$ cat src/rtl/mux16.sv
// Two-input word multiplexer with a combinational result and a registered
// copy of that result, the select, and a one-cycle change pulse.
module mux16 #(
  parameter int unsigned WIDTH = 16
) (
  input  logic             clk,
  input  logic             rst_n,
  input  logic [WIDTH-1:0] X,
  input  logic [WIDTH-1:0] Y,
  input  logic             s,
  output logic [WIDTH-1:0] OUT,
  output logic [WIDTH-1:0] OUT_R,
  output logic             SEL_R,
  output logic             CHG
);

  // Same-cycle result for downstream datapath logic; independent of clk/reset.
  assign OUT = s ? Y : X;

  // Registered stage; CHG compares the incoming value with the pre-update OUT_R.
  always_ff @(posedge clk or negedge rst_n) begin
    if (!rst_n) begin
      OUT_R <= '0;
      SEL_R <= 1'b0;
      CHG   <= 1'b0;
    end else begin
      OUT_R <= OUT;
      SEL_R <= s;
      CHG   <= (OUT != OUT_R);
    end
  end

endmodule

$ cat config.mk
export PLATFORM = sky130hd
export DESIGN_NAME = mux16
export DESIGN_NICKNAME = d
export VERILOG_FILES = /design/src/rtl/mux16.sv
export SDC_FILE = /design/constraint.sdc
export NUM_CORES = 1
export LEC_CHECK = 0
export CORE_ASPECT_RATIO = 1.1
export CORE_MARGIN = 8
export CORE_UTILIZATION = 32
export DETAILED_ROUTE_END_ITERATION = 10
export GPL_ROUTABILITY_DRIVEN = 0
export HOLD_SLACK_MARGIN = 0.06
export PLACE_DENSITY = 0.78
export SYNTH_ARGS = -nofsm -noshare
export SYNTH_HDL_FRONTEND = slang
export SYNTH_SLANG_ARGS = --single-unit
export TNS_END_PERCENT = 5
$ cat constraint.sdc
create_clock -name clk -period 1.2 [get_ports clk]
set_input_delay 0.3 -clock clk [delete_from_list [all_inputs] [get_ports clk]]
set_output_delay 0.3 -clock clk [all_outputs]
set_load 0.05 [all_outputs]
==> out/results.tsv <==
stage	metric	value	unit
grt	grt_overflow	0	
run_status	violations	setup timing	
grt	use_met1	15.08	%
synthesis	synth_nets	92	
timing	rsz0062_at_grt	yes	
floorplan	num_rows	19	
placed_design	dp.cells	177	
clocking	hold_buffers	0	
worst_setup_path	worst-path-max-fanout	5	
route	drcViolationCount	0	
clocking	clock-root-buffer	clkbuf_4	
min_path	hp-start	s	
synthesis	synth_xor_area_share	16.26	%
worst_setup_path	crit_type	in -> out	
floorplan	start_util	34.21	%
floorplan	io_pins	69	
route	drt_iter0_drc	5	
clocking	cts_buffer_depth	2	
synthesis	synthTopCellsByArea	dfrtp_1, xor2_1, mux2_2	
job	max-cap-violations	0	
floorplan	die-width	65.49	um
floorplan	dieArea	4613	um2
synthesis	synth_cell_types	9	
timing	setup_viol	33	
synthesis	synth_top_area_cell	dfrtp_1	
synthesis	synth_top_cells_by_count	dfrtp_1, xor2_1, mux2_2	
timing	setup_slack	-343.1	ps
synthesis	synth_mux_area_share	23.51	%
synthesis	yosys_warnings	0	
power_and_ir_drop	power.density	999.4	nW/um2
grt	grt_use_met3	5.263	%
clocking	cts_tree	yes	
power_and_ir_drop	power	2280	uW
finish	final_cells	199	
floorplan	core_area	2520	um2
grt	grt_use_total	19.45	%
worst_setup_path	cp_data_required_time	900	ps
worst_setup_path	critPathLaunchType	input pin	
grt	grt_max_degree	19	
synthesis	synthFlopType	dfrtp_1	
finish	area_growth	164.6	%
timing	fmax	648.0	MHz
synthesis	synth_top_family_by_area	multiplexers	
timing	max_slew.worst_pin.slew	334.0	ps
synthesis	synth_compound_area_share	0	%
timing	max-slew-margin-rel	77.53	%
clocking	clock_sinks	18	
placed_design	io_buffer_count	68	
timing	clock_skew	2.630	ps
synthesis	async_flop_share	100.0	%
route	ant_nets	0	
grt	antenna_found_initial	1	
synthesis	ys_seq_area_share	52.25	%
grt	grt_use_met2	36.58	%
run_status	status	finished, violations left	
finish	drive_above_1_share	58.08	%
timing	hold_viol	0	
worst_setup_path	cp-startpoint	s	
grt	grt_pass1_wl	6561	um
clocking	htreeDepth	1	
finish	n_fill_cell	101	
finish	nets	203	
timing	slew_violations	0	
worst_setup_path	r2r-start	OUT_R[1]	
floorplan	die_h	70.44	um
power_and_ir_drop	peakVddDrop	0.001022	V
synthesis	synth_fa_ha_area_share	0	%
grt	grt_pass1_vias	1175	
route	dr.pass1.iters	4	
synthesis	synth_seq_cells	18	
placed_design	dpl.hpwl	2740	um
worst_setup_path	end_kind	output pin	
route	wl_per_cell	23.10	um
synthesis	synth_area	862.1	um2
synthesis	synth_edf_count	0	
synthesis	synth-simple-area-share	4.354	%
synthesis	syn_inst	57	
power_and_ir_drop	p_leak	0.001126	uW
synthesis	syn_avg_cell_area	15.12	um2
min_path	min_path_type	in -> reg	
route	wirelength	4596	um
route	dr_total_vias	942	
synthesis	yosysMostFrequentCell	dfrtp_1	
timing	finalCriticalPeriod	1543	ps
clocking	worstSkewPairLatency	310	ps
synthesis	yosysTopAreaCellShare	52.25	%
route	vias_per_cell	4.734	
worst_setup_path	crit_arrival	1240	ps
clocking	clk_pin_slew	110	ps
timing	fin_crit_sh	128.6	%
clocking	cts_buffers	3	
grt	top_usage_layer	met2	
-- state kept, by name, summed over array words and instances (netlist names) --
name   flops
CHG        1
OUT_R     16
SEL_R      1
-- critical path, cell delays in order --
cell and delay (ps):
buf_8 100, buf_6 130, buf_12 130, mux2_4 320, buf_6 130, buf_12 140
-- kinds of logic (layout without fill, tap and decap cells) --
kind of cell,count (synthesis),count (layout)
other,0,1
and+or+nand+nor,5,5
muxes,16,16
xor gates and xnor gates,16,16
DFF,18,18
buffers and inverters,2,112
-- worst paths after layout --
kind | cells after the start | endpoint | slack [ps]
worst max-delay path | 6 | OUT[5] | -340
worst min-delay path | 2 | SEL_R | 250
worst max register to register | 3 | CHG | -90
worst min register to register | 3 | CHG | 760
max in group asynchronous | 2 | OUT_R[15] | 700
min in group asynchronous | 2 | OUT_R[1] | 310
-- where the power goes --
group	total (uW)	switching (uW)	internal, uW
Clock	399	214	186
Sequential	706	56.9	649
Combinational	1170	565	609
-- layer usage --
layer  part of all wire, %  up-vias
met5                     0        -
met4                   8.3        0
met3                   7.0       26
met2                    56       60
met1                    29      438
li1                      -      418
-- cell type report --
cell class / instances / area (um2) / area share [%]
Timing Repair Buffer: 108 / 1333 / 58.42
Clock buffer: 4 / 36.28 / 1.591
Sequential cell: 18 / 450.4 / 19.75
Tap cell: 31 / 38.79 / 1.700
Antenna cell: 1 / 2.502 / 0.1097
Multi-Input combinational cell: 37 / 420.4 / 18.43
-- placed cells by master, fill, tap and decap left out --
cell type,count
nand4_1,1
xor2_1,16
diode_2,1
buf_4,18
dlygate4sd2_1,29
clkdlybuf4s50_1,4
clkbuf_4,3
clkbuf_8,1
dfrtp_1,18
buf_6,22
nor4_1,2
buf_8,9
nor4_2,2
buf_12,26
mux2_4,15
mux2_2,1
-- per-stage QoR --
step                util, %  worst slack [ps]  TNS, ps  area [um2]  hold slack (ps)
finish                90.52            -343.1    -5402        2281            245.7
detailed placement    78.05            -895.3   -18930        1967            650.0
CTS                   89.57            -322.4    -4741        2257            237.1
floorplan                 -            -398.6   -907.8       869.6            4.409
global placement      78.05            -886.9   -18670        1967            653.0
global route          90.52            -355.9    -6139        2281            239.4
-- timing repair --
item,CTS,global route
buffers inserted,15,1
gates cloned,1,0
resized for setup,80,3
pin swaps,3,1
setup endpoints to repair,48,35
(Power assumes the default switching activity.)
